==> src/rtl/dac_arbiter_if.sv <==
// Requester-side and DAC-side signals of the shared DAC channel.
// The arbiter takes the slave view; the requesters and the DAC SPI master drive the other side.
interface dac_arbiter_if #(
  parameter int MASTERS = 3,
  parameter int DAC_WID = 24
);
  logic [MASTERS-1:0]         master_arm;
  logic [MASTERS*DAC_WID-1:0] master_dac_out;
  logic [MASTERS-1:0]         master_enable;
  logic [MASTERS-1:0]         master_finished;
  logic [MASTERS-1:0]         grant;
  logic                       busy;
  logic                       dac_arm;
  logic [DAC_WID-1:0]         dac_out;
  logic                       dac_finished;

  modport slave (
    input  master_arm, master_dac_out, master_enable, dac_finished,
    output master_finished, grant, busy, dac_arm, dac_out
  );

  modport master (
    output master_arm, master_dac_out, master_enable, dac_finished,
    input  master_finished, grant, busy, dac_arm, dac_out
  );
endinterface

==> src/rtl/dac_arbiter.sv <==
// Round-robin arbiter sharing one DAC SPI channel between several arm/finished requesters.
// The owner's word is latched at grant so the DAC sees a stable value for the whole transfer.
module dac_arbiter #(
  parameter int MASTERS    = 3,
  parameter int MASTER_WID = 2,
  parameter int DAC_WID    = 24
) (
  input  logic         clk,
  input  logic         rst,
  dac_arbiter_if.slave bus
);

  typedef enum logic [1:0] {IDLE, ARMED, DONE, RELEASE} state_t;

  state_t                state_q;
  logic [MASTERS-1:0]    grant_q;
  logic [MASTERS-1:0]    finished_q;
  logic                  dac_arm_q;
  logic [DAC_WID-1:0]    dac_out_q;
  logic [MASTER_WID-1:0] last_q;
  logic [MASTER_WID-1:0] sel_q;

  logic [MASTERS-1:0]    req;
  logic [MASTERS-1:0]    onehot_d;
  logic [MASTER_WID-1:0] sel_d;
  logic                  found_d;
  logic [DAC_WID-1:0]    word_d;
  logic                  owner_arm;
  int                    cand;

  assign req = bus.master_arm & bus.master_enable;

  // grant_q is the one-hot of the owner, so it selects the owner's arm line directly
  assign owner_arm = |(bus.master_arm & grant_q);

  // first active request after the previous owner, wrapping modulo MASTERS
  always_comb begin
    sel_d   = '0;
    found_d = 1'b0;
    cand    = 0;
    for (int k = 1; k <= MASTERS; k++) begin
      cand = int'(last_q) + k;
      if (cand >= MASTERS) cand = cand - MASTERS;
      if (!found_d && 1'(req >> cand)) begin
        sel_d   = MASTER_WID'(cand);
        found_d = 1'b1;
      end
    end
  end

  assign onehot_d = {{(MASTERS-1){1'b0}}, 1'b1} << sel_d;
  assign word_d   = DAC_WID'(bus.master_dac_out >> (int'(sel_d) * DAC_WID));

  always_ff @(posedge clk) begin
    if (rst) begin
      state_q    <= IDLE;
      grant_q    <= '0;
      finished_q <= '0;
      dac_arm_q  <= 1'b0;
      dac_out_q  <= '0;
      last_q     <= MASTER_WID'(MASTERS - 1);
      sel_q      <= '0;
    end else begin
      case (state_q)
        IDLE: begin
          if (found_d) begin
            sel_q     <= sel_d;
            grant_q   <= onehot_d;
            dac_out_q <= word_d;
            dac_arm_q <= 1'b1;
            state_q   <= ARMED;
          end
        end
        // an aborted request still lets the in-flight SPI transfer complete
        ARMED: begin
          if (bus.dac_finished) begin
            if (owner_arm) begin
              finished_q <= grant_q;
              state_q    <= DONE;
            end else begin
              dac_arm_q <= 1'b0;
              state_q   <= RELEASE;
            end
          end
        end
        DONE: begin
          if (!owner_arm) begin
            dac_arm_q  <= 1'b0;
            finished_q <= '0;
            state_q    <= RELEASE;
          end
        end
        RELEASE: begin
          if (!bus.dac_finished) begin
            grant_q <= '0;
            last_q  <= sel_q;
            state_q <= IDLE;
          end
        end
        default: state_q <= IDLE;
      endcase
    end
  end

  assign bus.grant           = grant_q;
  assign bus.master_finished = finished_q;
  assign bus.dac_arm         = dac_arm_q;
  assign bus.dac_out         = dac_out_q;
  assign bus.busy            = (state_q != IDLE);

endmodule

==> src/flat_wrapper.sv <==
// flat-port wrapper written by rule: the top's interface ports become plain ports
module dac_arbiter_flat 
#(
  parameter int MASTERS    = 3,
  parameter int MASTER_WID = 2,
  parameter int DAC_WID    = 24
)
  (clk, rst, bus_master_arm, bus_master_dac_out, bus_master_enable, bus_dac_finished, bus_master_finished, bus_grant, bus_busy, bus_dac_arm, bus_dac_out);
  dac_arbiter_if #(.MASTERS(MASTERS), .DAC_WID(DAC_WID)) bus_i ();
  input  logic clk;
  input  logic rst;
  input wire logic [$bits(bus_i.master_arm)-1:0] bus_master_arm;
  input wire logic [$bits(bus_i.master_dac_out)-1:0] bus_master_dac_out;
  input wire logic [$bits(bus_i.master_enable)-1:0] bus_master_enable;
  input wire logic [$bits(bus_i.dac_finished)-1:0] bus_dac_finished;
  output wire logic [$bits(bus_i.master_finished)-1:0] bus_master_finished;
  output wire logic [$bits(bus_i.grant)-1:0] bus_grant;
  output wire logic [$bits(bus_i.busy)-1:0] bus_busy;
  output wire logic [$bits(bus_i.dac_arm)-1:0] bus_dac_arm;
  output wire logic [$bits(bus_i.dac_out)-1:0] bus_dac_out;
  assign bus_i.master_arm = bus_master_arm;
  assign bus_i.master_dac_out = bus_master_dac_out;
  assign bus_i.master_enable = bus_master_enable;
  assign bus_i.dac_finished = bus_dac_finished;
  assign bus_master_finished = bus_i.master_finished;
  assign bus_grant = bus_i.grant;
  assign bus_busy = bus_i.busy;
  assign bus_dac_arm = bus_i.dac_arm;
  assign bus_dac_out = bus_i.dac_out;
  dac_arbiter #(.MASTERS(MASTERS), .MASTER_WID(MASTER_WID), .DAC_WID(DAC_WID)) u_core (.clk(clk), .rst(rst), .bus(bus_i));
endmodule
==> config.mk <==
export PLATFORM = sky130hd
export DESIGN_NAME = dac_arbiter_flat
export DESIGN_NICKNAME = d
export VERILOG_FILES = /design/src/rtl/dac_arbiter_if.sv /design/src/rtl/dac_arbiter.sv /design/src/flat_wrapper.sv
export SDC_FILE = /design/constraint.sdc
export NUM_CORES = 1
export LEC_CHECK = 0
export ABC_AREA = 1
export CAP_MARGIN = 10
export CORE_UTILIZATION = 25
export CTS_CLUSTER_SIZE = 12
export DETAILED_ROUTE_END_ITERATION = 8
export GPL_TIMING_DRIVEN = 0
export MAX_ROUTING_LAYER = met4
export PLACE_DENSITY = 0.59
export RECOVER_POWER = 100
export SKIP_LAST_GASP = 1
export SLEW_MARGIN = 20
export SYNTH_ARGS = -nofsm -noshare
export SYNTH_HDL_FRONTEND = slang
export SYNTH_SLANG_ARGS = --single-unit
==> constraint.sdc <==
create_clock -name clk -period 3.5 [get_ports clk]
set_input_delay 0.525 -clock clk [delete_from_list [all_inputs] [get_ports clk]]
set_output_delay 0.525 -clock clk [all_outputs]
set_load 0.05 [all_outputs]
==> summary.md, run 1 <==
| Metric | Value |
|---|---|
| Critical path launch point type | `flip-flop` |
| RePlAce Congestion | `between 0.7 and 0.8` |
| Die height | `roughly 100 um` |
| Hpwl dp | `roughly 6100 um` |
| Antenna-violating nets left | `0` |
| Synth unique cells | `29` |
| Port Buf Inserts | `111` |
| Synthesized flop and latch total | `37` |
| Root buf cell | `clkbuf_8` |
| Largest net degree at the start of global routing | `14` |
| IO Count | `113` |
| Area grow syn2layout | `57.3%` |
| Core Util, Final | `between 40% and 50%` |
| Pwr/cell area | `806 nW/um^2` |
| H-tree depth | `2` |
| Core ar. | `9280 um^2` |
| Crit path max fanout | `10` |
| Final Hold Fails | `0` |
| Peak supply drop | `slightly above 0.3 mV` |
| Initial antenna violation count | `0` |
| Worst slew margin | `between 60% and 70%` |
| Hold path startpoint | `u_core.bus.master_finished[0]` |
| Leak | `1.71 nW` |
| Status | `finished clean` |
| Worst Path Arrival | `2930 ps` |
| Hold/Removal Path Class | `reg -> reg` |
| CTS Buf Count | `5` |
| 1st-iter DRT viols | `~90` |
| Period utilization | `approximately four fifths` |
| Global route overflow | `0` |
| Worst Tran Pin Value | `~560 ps` |
| Count of final setup violators | `0` |
| Crit path required time | `3680 ps` |
| Global Route Usage Sum | `around 16%` |
| Final-layout fill cell count | `around 1k` |
| Clock Path Buffers | `2` |
| Cell row count | `35` |
| Number of max-cap violations | `0` |
| R2r startpoint | `u_core.last_q[0]` |
| Tmin final | `around 2700 ps` |
| Register area share after synthesis | `between 30% and 40%` |
| Post-CTS Resized | `0` |
| Setup crit end kind | `flip-flop` |
| RSZ-0062 raised after global routing | `false` |
| Final #Nets | `570` |
| Number of global-route vias before repair | `roughly 2.7k` |
| Fmax | `approximately 0.36 GHz` |
| Initial core utilization | `about a quarter` |
| Worst-Skew Late Latency | `~290 ps` |
| Layout cells sized above 1 | `slightly below 9%` |
| Avg Synthesized Cell Area | `6.72 um^2` |
| WL per Instance | `roughly 13 um` |
| Postcts setup bufs | `0` |
| Max-slew violations | `0` |
| Clk slew on worst S/H paths | `roughly 80 ps` |
| Post-Syn Area | `about 2400 um^2` |
| TritonCTS Sinks | `37` |
| Final WL | `approximately 7700 um` |
| Warnings, synthesis | `0` |
| Fin Clk Skew | `between 7 and 8 ps` |
| Vias | `around 2.7k` |
| CTS tree | `yes` |
| Diode count | `0` |
| Die Wd | `about 100 um` |
| Critical path class | `reg -> reg` |
| Hold Slack | `about 460 ps` |
| Final TNS setup | `0 ps` |
| Post-Syn Instances | `approximately 360` |
| # hold bufs at CTS | `0` |
| # DRC | `0` |
| Worst setup startpoint | `u_core.last_q[0]` |
| Net Count, Synth | `452` |
| DRT Pass-1 Iters | `4` |
| First-pass GRT wire length | `approximately 12000 um` |
| Vias/cell | `roughly 4.5` |
| Die footprint | `about 10000 um^2` |
## synthesized netlist by cell type (all sizes together)
| cell | n | area, um^2 |
|---|---|---|
| a21oi | 60 | 304 |
| buf | 15 | 105 |
| clkbuf | 4 | 15.0 |
| clkinv | 1 | 8.76 |
| dfxtp | 37 | 741 |
| ha | 12 | 150 |
| inv | 20 | 80.1 |
| nand2 | 118 | 493 |
| nand3 | 39 | 210 |
| nand4 | 4 | 40.0 |
| nor2 | 13 | 66.3 |
| nor3 | 2 | 10.0 |
| o2111ai | 1 | 8.76 |
| o211ai | 1 | 7.51 |
| o21ai | 31 | 163 |
| xor2 | 1 | 8.76 |
## logic make-up (layout without fill, tap and decap cells)
group	Yosys count	count (layout)	share of synthesized area [%]
xor gates and xnor gates	1	1	0.363
DFF	37	37	30.7
adders and majority gates	12	12	6.23
buffers and inverters	40	159	8.67
AOI/OAI and AO/OA	93	93	20.0
and+or+nand+nor	176	176	34.0
## metrics by stage
stage               cell area, um^2  instances  power [mW]  setup slack (ps)
CTS                            3820        607        3.16               913
finish                         3790        607        3.06               752
detailed placement             3680        599        2.70               960
global route                   3790        607        3.28               401
global placement               3680        599        2.68              1030
floorplan                      2410        359        2.06              1260
## layout make-up
type	count	area, um^2	area share [%]
sequential	37	741	19.5
multi-input combinational	282	1430	37.8
buffer	19	120	3.17
inverter	21	88.8	2.34
clock inverter	3	68.8	1.81
clock buffer	5	68.8	1.81
tap	129	161	4.25
timing repair buffer	111	1110	29.3
## critical path, cell delays in order, from the launching register on
cell and delay (ps):
dfxtp_1 550, inv_1 160, ha_1 330, buf_6 150
inv_4 70, nand2_1 50, nand2_1 60, nor2_1 60
nand2_1 220, nand2_1 80, nor2_1 160, clkinv_1 130
nand2_4 140, inv_4 70, buf_4 170, o21ai_0 200
a21oi_2 40
## cell usage in the layout, fill, tap and decap left out, types with 3 or more instances in the layout
| cell | n |
|---|---|
| a21oi_1 | 59 |
| buf_2 | 6 |
| buf_4 | 7 |
| clkbuf_1 | 4 |
| clkbuf_8 | 5 |
| clkdlybuf4s50_1 | 78 |
| dfxtp_1 | 37 |
| dlygate4sd3_1 | 33 |
| ha_1 | 12 |
| inv_1 | 14 |
| inv_2 | 3 |
| nand2_1 | 113 |
| nand2_4 | 4 |
| nand3_1 | 36 |
| nand3_2 | 3 |
| nand4_1 | 3 |
| nor2_1 | 12 |
| o21ai_0 | 25 |
| o21ai_1 | 4 |
## state kept, by name, indices dropped and copies added, names as in the netlist
| register | count |
|---|---|
| u_core.bus.dac_out | 24 |
| u_core.bus.grant | 3 |
| u_core.bus.master_finished | 3 |
| u_core.last_q | 2 |
| u_core.sel_q | 2 |
| u_core.state_q | 2 |
| u_core.bus.dac_arm | 1 |
## metal layers
| layer | up-vias | global-route usage (%) | wire length (um) |
|---|---|---|---|
| met2 | 86 | 25.6 | 3500 |
| met4 | 0 | 4.24 | 101 |
| li1 | 1430 | - | - |
| met1 | 1202 | 20.7 | 3580 |
| met3 | 7 | 4.25 | 495 |
| met5 | - | - | 0 |
## where the power goes
part | switching (mW) | total (mW) | internal [mW]
clock network | 0.167 | 0.454 | 0.287
registers | 0.101 | 0.696 | 0.594
logic | 1.29 | 1.91 | 0.621
## path summary, 6_finish.rpt
path | depth (start not counted) | end | slack (ps)
worst max-delay path | 16 | u_core.bus.dac_out[3] | 750
worst min-delay path | 2 | u_core.bus.master_finished[0] | 460
worst max register to register | 16 | u_core.bus.dac_out[3] | 750
worst min register to register | 2 | u_core.bus.master_finished[0] | 460
Power figures use the tool's default switching activity.
==> inputs of run 2 (changes only) <==
--- a/config.mk
+++ b/config.mk
@@ -12,7 +12,7 @@
 export DETAILED_ROUTE_END_ITERATION = 8
 export GPL_TIMING_DRIVEN = 0
 export MAX_ROUTING_LAYER = met4
-export PLACE_DENSITY = 0.59
+export PLACE_DENSITY = 0.61
 export RECOVER_POWER = 100
 export SKIP_LAST_GASP = 1
 export SLEW_MARGIN = 20
==> constraint.sdc (replaced) <==
create_clock -name clk -period 2.5 [get_ports clk]
set_input_delay 0.375 -clock clk [delete_from_list [all_inputs] [get_ports clk]]
set_output_delay 0.375 -clock clk [all_outputs]
set_load 0.05 [all_outputs]
==> run 2 against run 1 <==
Worst hold slack better by 1.9 ps. Via count is 2.3% higher. Sequential cell count stayed put. Die area stayed put. Core utilization is 0.081 points higher. Cell area is 0.20% higher. Sequential power is 40% higher. Worst setup slack worse by 550 ps. Sequential share of layout area is 0.093 points higher. Count of clock-buffer cells in the layout stayed put. Power is 36% higher. Critical endpoint unchanged. Largest cell class unchanged.
==> summary.md, run 2 (synthesis results as in run 1) <==
| Metric | Value |
|---|---|
| Final TNS setup | `0 ps (unchanged)` |
| Root buf cell | `clkbuf_8` |
| Layout cells sized above 1 | `11.6% (+2.8 points)` |
| Area grow syn2layout | `57.7%` |
| RePlAce Congestion | `0.785 (+2.3%)` |
| Port Buf Inserts | `111 (unchanged)` |
| Inst Count DP | `599 (unchanged)` |
| CTS tree | `yes` |
| Fmax | `0.435 GHz (+20%)` |
| Fin Clk Skew | `8.83 ps (+0.841 ps)` |
| Critical path class | `reg -> reg` |
| Global route overflow | `0 (unchanged)` |
| Pre-CTS setup slack | `-55.8 ps (-1020 ps)` |
| Status | `finished clean` |
| Number of global-route vias before repair | `2810 (+5.5%)` |
| Core ar. | `9280 um^2 (unchanged)` |
| Initial core utilization | `26.0% (unchanged)` |
| Cell row count | `35 (unchanged)` |
| Min setup slack post-route | `203 ps (-549 ps)` |
| Worst-Skew Late Latency | `310 ps (+20 ps)` |
| Initial antenna violation count | `0 (unchanged)` |
| H-tree depth | `2 (unchanged)` |
| DRT Pass-1 Iters | `4 (unchanged)` |
| Final #Nets | `574 (+0.70%)` |
| Hold Slack | `466 ps (+1.92 ps)` |
| # DRC | `0 (unchanged)` |
| Diode count | `0 (unchanged)` |
| Clock Path Buffers | `2 (unchanged)` |
| Global Route Usage Sum | `16.9% (+0.58 points)` |
| Number of max-cap violations | `0 (unchanged)` |
| Clk slew on worst S/H paths | `90 ps (about the same)` |
| Tmin final | `2300 ps (-451 ps)` |
| Die Wd | `100 um (unchanged)` |
| Max reg flops | `24 (unchanged)` |
| Critical path launch point type | `flip-flop` |
| Max-slew violations | `0 (unchanged)` |
| Worst Path Arrival | `2500 ps (-430 ps)` |
| Commonest non-fill, non-tap cell in the layout | `nand2_1` |
| CTS Buf Count | `5 (unchanged)` |
| TritonCTS Sinks | `37 (unchanged)` |
| Most frequent cells in the layout | `nand2_1, clkdlybuf4s50_1, a21oi_1, nand3_1, dfxtp_1` |
| Pwr/cell area | `1090 nW/um^2 (+35%)` |
| Final Hold Fails | `0 (unchanged)` |
| Count of final setup violators | `0 (unchanged)` |
| Crit path max fanout | `10 (unchanged)` |
| Setup crit end kind | `flip-flop` |
| Worst slew margin | `60.1% (-2.6 points)` |
| First-pass GRT wire length | `13000 um (+4.3%)` |
| Leak | `1.71 nW (-0.25%)` |
| RSZ-0062 raised after global routing | `false` |
| Final WL | `7950 um (+3.5%)` |
| # hold bufs at CTS | `0 (unchanged)` |
| Vias/cell | `4.56 (+1.6%)` |
| Crit path required time | `2700 ps (-980 ps)` |
| WL per Instance | `13.0 um (+2.8%)` |
| IO Count | `113 (unchanged)` |
| 1st-iter DRT viols | `95 (+8.0%)` |
| Worst Tran Pin Value | `601 ps (+43.2 ps)` |
| Period utilization | `91.9% (+13 points)` |
| Hpwl dp | `5980 um (-1.7%)` |
| Antenna-violating nets left | `0 (unchanged)` |
| Peak supply drop | `0.460 mV (+50%)` |
| Fin cells | `611 (+0.66%)` |
| Hold/Removal Path Class | `reg -> reg` |
| Largest net degree at the start of global routing | `14 (unchanged)` |
| Final-layout fill cell count | `1002 (-0.10%)` |
| Die footprint | `10000 um^2 (unchanged)` |
| Die height | `100 um (unchanged)` |
| Vias | `2788 (+2.3%)` |
| Overall Power | `4.14 mW (+36%)` |
run 2: final timing paths:
kind                                                     from  cells after the start                            end  slack (ps)
worst max-delay path                         u_core.last_q[0]                     16          u_core.bus.dac_out[3]         200
worst min-delay path            u_core.bus.master_finished[2]                      2  u_core.bus.master_finished[2]         470
worst max register to register               u_core.last_q[0]                     16          u_core.bus.dac_out[3]         200
worst min register to register  u_core.bus.master_finished[2]                      2  u_core.bus.master_finished[2]         470
run 2: repair_timing:
item                                    4_1_cts  5_1_grt
resized for setup                             1        5
endpoints found under the setup margin       22       25
gates cloned                                  0        0
pin swaps                                     0        1
setup buffers                                 0        4
run 2: cell type report:
class / count / area, um^2 / area share, %
flip-flops and latches: 37 / 746 / 19.6
clock buffers: 5 / 68.8 / 1.81
inverters: 21 / 88.8 / 2.34
repair buffers: 115 / 1130 / 29.9
clock inverters: 3 / 21.3 / 0.560
well taps: 129 / 161 / 4.25
plain buffers: 19 / 119 / 3.13
multi-input cells: 282 / 1460 / 38.4
run 2: metal layers:
| layer | wire [um] | GRT usage (%) |
|---|---|---|
| met1 | 3670 | 20.1 |
| met2 | 3720 | 28.9 |
| met3 | 449 | 3.76 |
| met4 | 111 | 3.79 |
| met5 | 0 | - |
run 2: report_power, final:
part	total, mW	internal [mW]	switching, mW
Clock	0.452	0.198	0.254
Sequential	0.974	0.832	0.141
Combinational	2.72	0.885	1.83
Total	4.14	1.92	2.23
run 2: worst max-delay path: stages, from the launching register on:
cell	delay (ps)
dfxtp_4	390
inv_1	90
ha_1	320
buf_6	150
inv_4	80
nand2_2	50
nand2_2	70
nor2_4	50
nand2_4	90
nand2_1	80
nor2_2	140
inv_2	60
nand2_4	120
inv_4	70
buf_4	170
o21ai_0	210
a21oi_2	50
run 2: through the flow:
| step | instance area [um^2] | util [%] |
|---|---|---|
| final | 3800 | 40.9 |
| after global routing | 3800 | 40.9 |
| after CTS | 3770 | 40.7 |
| after detailed placement | 3680 | 39.7 |
| after global placement | 3680 | 39.7 |
| after floorplan | 2410 | - |
